### src/rtl/parity_rx.sv
// parity_rx
//   Bit-serial frame receiver with parity check. A frame is one start bit
//   (low), DATA_W data bits LSB first, one parity bit and one stop bit (high).
//   The received data bits are XOR-reduced and compared with the parity bit;
//   a low stop bit is reported as a framing error and the FSM then waits in
//   BREAK until the line returns high.
//
// Ports
//   CLK      system clock, rising edge
//   RST      asynchronous active-high reset
//   RXD      serial line, idle high, asynchronous to CLK
//   DATA     last received data word
//   VALID    one-cycle pulse when DATA/PAR_ERR/FRM_ERR are updated
//   PAR_ERR  parity mismatch on the last frame
//   FRM_ERR  stop bit sampled low on the last frame
//   BUSY     high whenever the FSM is not idle
//
// state  | meaning
// -------+----------------------------------------------------------
// IDLE   | line idle, waiting for rxs low
// START  | timing to mid start bit; high there is a false start
// DATA   | sampling DATA_W data bits into the shift register
// PARITY | sampling the parity bit
// STOP   | sampling the stop bit, publishing the frame
// BREAK  | stop bit was low; waiting for the line to go high again
module parity_rx #(
  parameter int DATA_W       = 8,
  parameter int CLKS_PER_BIT = 16,
  parameter int ODD_PARITY   = 0
) (
  input  logic              CLK,
  input  logic              RST,
  input  logic              RXD,
  output logic [DATA_W-1:0] DATA,
  output logic              VALID,
  output logic              PAR_ERR,
  output logic              FRM_ERR,
  output logic              BUSY
);

  localparam int CNT_W = (CLKS_PER_BIT > 1) ? $clog2(CLKS_PER_BIT) : 1;
  localparam int BIT_W = (DATA_W > 0) ? $clog2(DATA_W + 1) : 1;

  localparam logic [CNT_W-1:0] HALF_LOAD = CNT_W'(CLKS_PER_BIT / 2 - 1);
  localparam logic [CNT_W-1:0] FULL_LOAD = CNT_W'(CLKS_PER_BIT - 1);
  localparam logic [BIT_W-1:0] BIT_LOAD  = BIT_W'(DATA_W);
  localparam logic [BIT_W-1:0] BIT_LAST  = BIT_W'(1);
  localparam logic             ODD       = (ODD_PARITY != 0);

  typedef enum logic [2:0] {
    S_IDLE,
    S_START,
    S_DATA,
    S_PARITY,
    S_STOP,
    S_BREAK
  } state_t;

  state_t            state;
  logic              rx_meta;
  logic              rxs;
  logic [CNT_W-1:0]  cyc_cnt;
  logic [BIT_W-1:0]  bit_cnt;
  logic [DATA_W-1:0] shreg;
  logic              par_bit;
  logic              tick;

  // Each new bit enters at the MSB so the first bit ends at bit 0.
  function automatic logic [DATA_W-1:0] shift_in(input logic [DATA_W-1:0] v,
                                                 input logic b);
    logic [DATA_W-1:0] r;
    r = v >> 1;
    r[DATA_W-1] = b;
    return r;
  endfunction

  // Synchroniser resets to the idle line level so reset release cannot
  // look like a start edge.
  always_ff @(posedge CLK or posedge RST) begin
    if (RST) begin
      rx_meta <= 1'b1;
      rxs     <= 1'b1;
    end else begin
      rx_meta <= RXD;
      rxs     <= rx_meta;
    end
  end

  // Down-counter terminal count marks a sample point.
  assign tick = (cyc_cnt == '0);

  always_ff @(posedge CLK or posedge RST) begin
    if (RST) begin
      state   <= S_IDLE;
      cyc_cnt <= '0;
      bit_cnt <= '0;
      shreg   <= '0;
      par_bit <= 1'b0;
      DATA    <= '0;
      VALID   <= 1'b0;
      PAR_ERR <= 1'b0;
      FRM_ERR <= 1'b0;
      BUSY    <= 1'b0;
    end else begin
      VALID <= 1'b0;

      // Sample spacing: half a bit to the first sample, then one bit each.
      if (state == S_START || state == S_DATA ||
          state == S_PARITY || state == S_STOP) begin
        if (tick) begin
          cyc_cnt <= FULL_LOAD;
        end else begin
          cyc_cnt <= cyc_cnt - 1'b1;
        end
      end

      case (state)
        S_IDLE: begin
          if (!rxs) begin
            state   <= S_START;
            cyc_cnt <= HALF_LOAD;
            bit_cnt <= '0;
            BUSY    <= 1'b1;
          end
        end

        S_START: begin
          if (tick) begin
            if (rxs) begin
              state <= S_IDLE;
              BUSY  <= 1'b0;
            end else begin
              state   <= S_DATA;
              bit_cnt <= BIT_LOAD;
            end
          end
        end

        S_DATA: begin
          if (tick) begin
            shreg   <= shift_in(shreg, rxs);
            bit_cnt <= bit_cnt - 1'b1;
            if (bit_cnt == BIT_LAST) begin
              state <= S_PARITY;
            end
          end
        end

        S_PARITY: begin
          if (tick) begin
            par_bit <= rxs;
            state   <= S_STOP;
          end
        end

        S_STOP: begin
          if (tick) begin
            VALID   <= 1'b1;
            DATA    <= shreg;
            PAR_ERR <= ((^shreg) ^ par_bit) != ODD;
            FRM_ERR <= ~rxs;
            if (rxs) begin
              state <= S_IDLE;
              BUSY  <= 1'b0;
            end else begin
              state <= S_BREAK;
            end
          end
        end

        S_BREAK: begin
          if (rxs) begin
            state <= S_IDLE;
            BUSY  <= 1'b0;
          end
        end

        default: begin
          state <= S_IDLE;
          BUSY  <= 1'b0;
        end
      endcase
    end
  end

endmodule
### config.mk
export PLATFORM = sky130hd
export DESIGN_NAME = parity_rx
export DESIGN_NICKNAME = d
export VERILOG_FILES = /design/src/rtl/parity_rx.sv
export SDC_FILE = /design/constraint.sdc
export NUM_CORES = 1
export LEC_CHECK = 0
export ABC_AREA = 1
export CORE_MARGIN = 2
export CORE_UTILIZATION = 50
export CTS_CLUSTER_SIZE = 14
export DETAILED_ROUTE_END_ITERATION = 12
export GPL_TIMING_DRIVEN = 0
export HOLD_SLACK_MARGIN = 0.05
export PLACE_DENSITY_LB_ADDON = 0.08
export SETUP_SLACK_MARGIN = 0.5
export SKIP_LAST_GASP = 1
export SLEW_MARGIN = 0
export SYNTH_ARGS = -nofsm -noshare
export SYNTH_HDL_FRONTEND = slang
export SYNTH_SLANG_ARGS = --single-unit
### constraint.sdc
create_clock -name CLK -period 3.1 [get_ports CLK]
set_input_delay 0.31 -clock CLK [delete_from_list [all_inputs] [get_ports CLK]]
set_output_delay 0.31 -clock CLK [all_outputs]
set_load 0.005 [all_outputs]
==> flow_metrics.env <==
export IMPL_start_util_pct=52.0
export IMPL_arrival_ns=1.91
export IMPL_timing_setup_tns_ns=0
export IMPL_drt_met1_wl_mm=1.34
export IMPL_powerDensity_nw_per_um2=677
export IMPL_diodes=0
export IMPL_cts_buffers_inserted=5
export IMPL_clk_pin_slew_worst_paths_ns=0.11
export IMPL_regArea_um2=853
export IMPL_avgViaCountPerCell=5.01
export IMPL_cts_sinks=34
export IMPL_fillCellCount=310
export IMPL_status="complete, no violations"
export IMPL_row_count=21
export IMPL_grt_max_degree=35
export IMPL_cts_resized_gates=0
export IMPL_critical_path_class="reg2reg"
export IMPL_finalClockSkew_ns=0.0118
export IMPL_die_w_um=62.7
export IMPL_syn_to_final_growth_pct=16.8
export IMPL_post_route_period_util_pct=53.6
export IMPL_routedWlPerCell_um=11.8
export IMPL_worst_pin_slew_ns=0.630
export IMPL_core_area_um2=3310
export IMPL_drv_slew=0
export IMPL_grt_pass1_vias=1424
export IMPL_hold_path_class="in2async"
export IMPL_hold_viol=0
export IMPL_grt_usage_pct=18.9
export IMPL_ys_seq_area_share_pct=49.5
export IMPL_die_h_um=62.7
export IMPL_syn_nets=212
export IMPL_irDropWorstVdd_mv=0.397
export IMPL_cts_hold_buf=0
export IMPL_drv_cap=0
export IMPL_antenna_found_initial=0
export IMPL_post_route_util_pct=60.8
export IMPL_cts_root_buf="clkbuf_4"
export IMPL_reg2reg_setup_slack_ns=1.44
export IMPL_first_pass_iters=4
export IMPL_drc_errors=0
export IMPL_slew_headroom_pct=57.7
export IMPL_ant_nets=0
export IMPL_first_iter_violations=81
export IMPL_rsz0062_at_grt="false"
export IMPL_final_min_clock_period_ns=1.66
export IMPL_io_pins=15
export IMPL_grt_pass1_wl_mm=5.89
export IMPL_crit_fanout=10
export IMPL_cts_tree="done"
export IMPL_portBuffers=14
export IMPL_met2_length_mm=1.74
export IMPL_setup_viol=0
export IMPL_synth_area_per_cell_um2=8.36
export IMPL_top_layer="met4"
export IMPL_holdWs_ns=0.260
export IMPL_gr_total_overflow=0
export IMPL_crit_required_ns=3.35
export IMPL_endpoint_kind="flip-flop"
export IMPL_postCtsSetupBuffers=0
export IMPL_htreeDepth=2
export IMPL_routed_wl_mm=3.24
export IMPL_cp_start_kind="flip-flop"
export IMPL_place_congestion=0.814
export IMPL_dpl_hpwl_mm=2.35
export IMPL_clockBufferDepth=2
export IMPL_yosysUniqueCellTypes=24
export IMPL_dieArea_um2=3930
export IMPL_vias=1379
export IMPL_power_mw=1.36
export IMPL_yosys_register_bits=34
export IMPL_multi_input_area_um2=727
export IMPL_fin_nets=234
export IMPL_wl_met3_um=113
export IMPL_layout_drive_gt1_share_pct=19.7
export IMPL_postSynthCellCount=206
export IMPL_fmax_ghz=0.602
export IMPL_synth_area_um2=1720
export IMPL_worstSkewPairLatency_ns=0.35
export IMPL_yosysWarnings=0
export IMPL_p_leak_nw=0.999
layer usage:
metal  GRT usage [%]  up-vias
met3            3.42        6
met2            33.5       23
met1            21.7      656
met5               0        -
met4            10.0        0
li1                -      694
worst paths after layout:
kind,end,depth (start not counted),startpoint
max,PAR_ERR$_DFFE_PP0P_,8,cyc_cnt[0]$_DFF_PP0_
min,DATA[2]$_DFFE_PP0P_,2,RST
max reg2reg,PAR_ERR$_DFFE_PP0P_,8,cyc_cnt[0]$_DFF_PP0_
min reg2reg,rxs$_DFF_PP1_,0,rx_meta$_DFF_PP1_
max in group asynchronous,par_bit$_DFFE_PP0P_,3,RST
min in group CLK,rx_meta$_DFF_PP1_,1,RXD
cell usage after synthesis, drive strengths merged:
cell,n,share of area (%)
nand2,70,16
dfrtp,32,46
inv,32,7.0
o21ai,24,10
nand3,14,4.1
nor2,14,3.8
a21oi,3,1.3
ha,3,2.2
buf,2,1.3
dfstp,2,3.1
nand4,2,0.73
o211ai,2,0.87
xnor2,2,1.0
nand3b,1,0.44
nor3b,1,0.44
o31ai,1,0.44
xor2,1,0.51
through the flow:
stage / area, um^2 / setup WS (ns) / instances
2_1_floorplan: 1720 / 1.69 / 206
3_3_place_gp: 1920 / 1.29 / 266
3_5_place_dp: 1920 / 1.26 / 266
4_1_cts: 1980 / 1.41 / 274
5_1_grt: 2010 / 1.23 / 275
6_report: 2010 / 1.44 / 275
cell type report:
cell class / count / area share (%)
tap: 46 / 2.86
buffer: 2 / 1.12
sequential: 34 / 42.4
clock inverter: 2 / 0.622
clock buffer: 6 / 2.55
inverter: 32 / 5.97
timing repair buffer: 15 / 8.33
multi-input combinational: 138 / 36.1
cell families after synthesis:
| family | share of synthesized area [%] |
|---|---|
| flops | 49.5 |
| buf+inv | 8.28 |
| fa+ha+maj | 2.18 |
| xor+xnor | 1.53 |
| compound gates | 13.1 |
| simple gates | 25.4 |
report_power, final:
group	switching [mW]	total, mW	internal [mW]
clock	0.158	0.267	0.109
combinational	0.320	0.507	0.186
sequential	0.0636	0.588	0.524
total	0.542	1.36	0.820
sequential cells by signal, indices dropped and copies added, names as in the netlist:
register  flops
state         3
FRM_ERR       1
DATA          8
PAR_ERR       1
cyc_cnt       4
rxs           1
par_bit       1
bit_cnt       4
rx_meta       1
shreg         8
BUSY          1
VALID         1
cell usage in the layout (no fill, tap or decap), drive strengths merged:
| cell | n |
|---|---|
| buf | 3 |
| a21oi | 3 |
| inv | 31 |
| clkinv | 2 |
| o21ai | 24 |
| clkinvlp | 1 |
| xor2 | 1 |
| nor3b | 1 |
| nand3b | 1 |
| clkbuf | 6 |
| nand3 | 14 |
| nor2 | 14 |
| dfstp | 2 |
| o211ai | 2 |
| o31ai | 1 |
| xnor2 | 2 |
| clkdlybuf4s50 | 14 |
| nand4 | 2 |
| dfrtp | 32 |
| nand2 | 70 |
| ha | 3 |
worst max-delay path, stage by stage, from the launching register on:
cell	delay [ns]
dfrtp_1	0.41
inv_1	0.08
ha_1	0.17
nand2_1	0.08
nor2_2	0.26
nand2_2	0.23
buf_6	0.21
nand2_1	0.07
nand2_1	0.05
No activity file was read; power rests on OpenSTA's default activity.
==> RTL edit: new RTL, same flow settings <==
Encoding of `state_t`: now one-hot (6 bits for 6 states).
--- a/src/rtl/parity_rx.sv
+++ b/src/rtl/parity_rx.sv
@@ -48,11 +48,11 @@
   localparam logic             ODD       = (ODD_PARITY != 0);
 
-  typedef enum logic [2:0] {
-    S_IDLE,
-    S_START,
-    S_DATA,
-    S_PARITY,
-    S_STOP,
-    S_BREAK
+  typedef enum logic [5:0] {
+    S_IDLE   = 6'b000001,
+    S_START  = 6'b000010,
+    S_DATA   = 6'b000100,
+    S_PARITY = 6'b001000,
+    S_STOP   = 6'b010000,
+    S_BREAK  = 6'b100000
   } state_t;
 
Function: no difference found for any inputs over 10 cycles, from zero or initial values and one cycle with RST high; not proved beyond that.
==> RTL edit against the unedited design <==
- via count up 17%
- cell area up 15%
- worst setup slack worse by 0.025 ns
- total power up 15%
- sequential cell count up 3
- synthesized area up 16%
- wire length up 14%
- critical endpoint is now state[2]
- largest cell class unchanged
- largest power group unchanged
==> RTL edit: results (changes against the unedited design) <==
stage	metric	value	unit	change
outcome	status	completed		unchanged
synth	synthTopCellsByArea	dfrtp_1 (43%), nand2_1 (17%), inv_1 (6.4%), nand3_1 (5.8%), dfstp_2 (3.9%)		was dfrtp_1 (46%), nand2_1 (15%), o21ai_2 (8.1%), inv_1 (5.7%), nand3_1 (4.1%)
routing	wl_per_cell	11.5	um	was 11.8 um
final_layout	n_all_buffers	16		was 17
final_layout	num-multi-input-gates	175		was 138
global_route	grt_pass1_wl	6470	um	was 5890 um
routing	initialDrtViolationCount	108		was 81
routing	num_vias	1611		was 1,379
setup_path	cp_slowest_stage_delay	0.38	ns	was 0.41 ns
final_layout	ff_latch_area	930	um^2	was 853 um^2
final_layout	top_regs	DATA: 8 flops, shreg: 8 flops, state: 6 flops		was DATA: 8 flops, shreg: 8 flops
placed_design	place_congestion	0.825		was 0.814
global_route	grt_util_all_layers	0.191		was 0.189
setup_path	worstPathArrival	1.87	ns	was 1.91 ns
final_layout	bufAreaShareNonClock	0.0703		was 0.0945
placed_design	dp_hpwl	2600	um	was 2350 um
synth	synth_commonest_cells	nand2_1 (90), dfrtp_1 (34), inv_1 (34), nand3_1 (23), nor2_1 (15)		was nand2_1 (67), dfrtp_1 (32), inv_1 (26), o21ai_2 (16), nand3_1 (14)
min_path	min_path_type	flop to flop		was input pin to async pin
final_layout	clock_buffers	7		was 6
clocking	path_clk_slew	0.08	ns	was 0.11 ns
routing	routed-wl-met2	1540	um	was 1740 um
pwr	p_leak	1.23	nW	was 0.999 nW
final_layout	final_nets	279		was 234
pwr	ir_drop	0.000553	V	was 0.000397 V
global_route	met1_usage	0.277		was 0.217
synth	syn-num-nets	258		was 212
setup_path	cp_max_fo	8		was 10
timing	fin_skew	0.00730	ns	was 0.0118 ns
clocking	clockRootBuffer	clkbuf_8		was clkbuf_4
placed_design	dpl_cell_area	2200	um^2	was 1920 um^2
final_layout	multiInputGateArea	901	um^2	was 727 um^2
global_route	grtUsageMet3	0.0500		was 0.0342
synth	synth_seq_cells	37		was 34
placed_design	dp_slack	1.44	ns	was 1.26 ns
final_layout	fillCellCount	355		was 310
synth	syn_inst	252		was 206
global_route	grt_max_degree	38		was 35
final_layout	final-clk-cell-share	0.0503		was 0.0317
final_layout	drive_above_1_share	0.146		was 0.197
synth	synthDistinctLibCells	23		was 24
routing	met1Wirelength	1940	um	was 1340 um
## RTL edit: changes by cell type after synthesis, sizes merged, moves of 2 or more
cell    before  now
dfrtp       32   34
inv         32   38
nand2       70   92
nand3       14   27
nand4        2    4
nor2        14   24
o211ai       2    0
o21ai       24   20
xnor2        2    0
xor2         1    3
## RTL edit: path summary, 6_finish.rpt
kind                       cells after the start  slack, ns  endpoint
min                                            0       0.36       rxs
min in group asynchronous                      2       0.47  state[1]
min reg2reg                                    0       0.36       rxs
max reg2reg                                    9       1.41  state[2]
max                                            9       1.41  state[2]
max in group asynchronous                      2       2.15  state[5]
## RTL edit: logic make-up after synthesis
kind of cell	Yosys count	share of synthesized area
buffers and inverters	40	0.0839
DFF	37	0.465
and+or+nand+nor	147	0.349
adders and majority gates	3	0.0188
AOI/OAI and AO/OA	22	0.0701
xor gates and xnor gates	3	0.0132
## RTL edit: power by group
part	total [mW]	switching [mW]	internal [mW]
logic	0.522	0.342	0.180
clock network	0.436	0.174	0.262
registers	0.608	0.0537	0.555
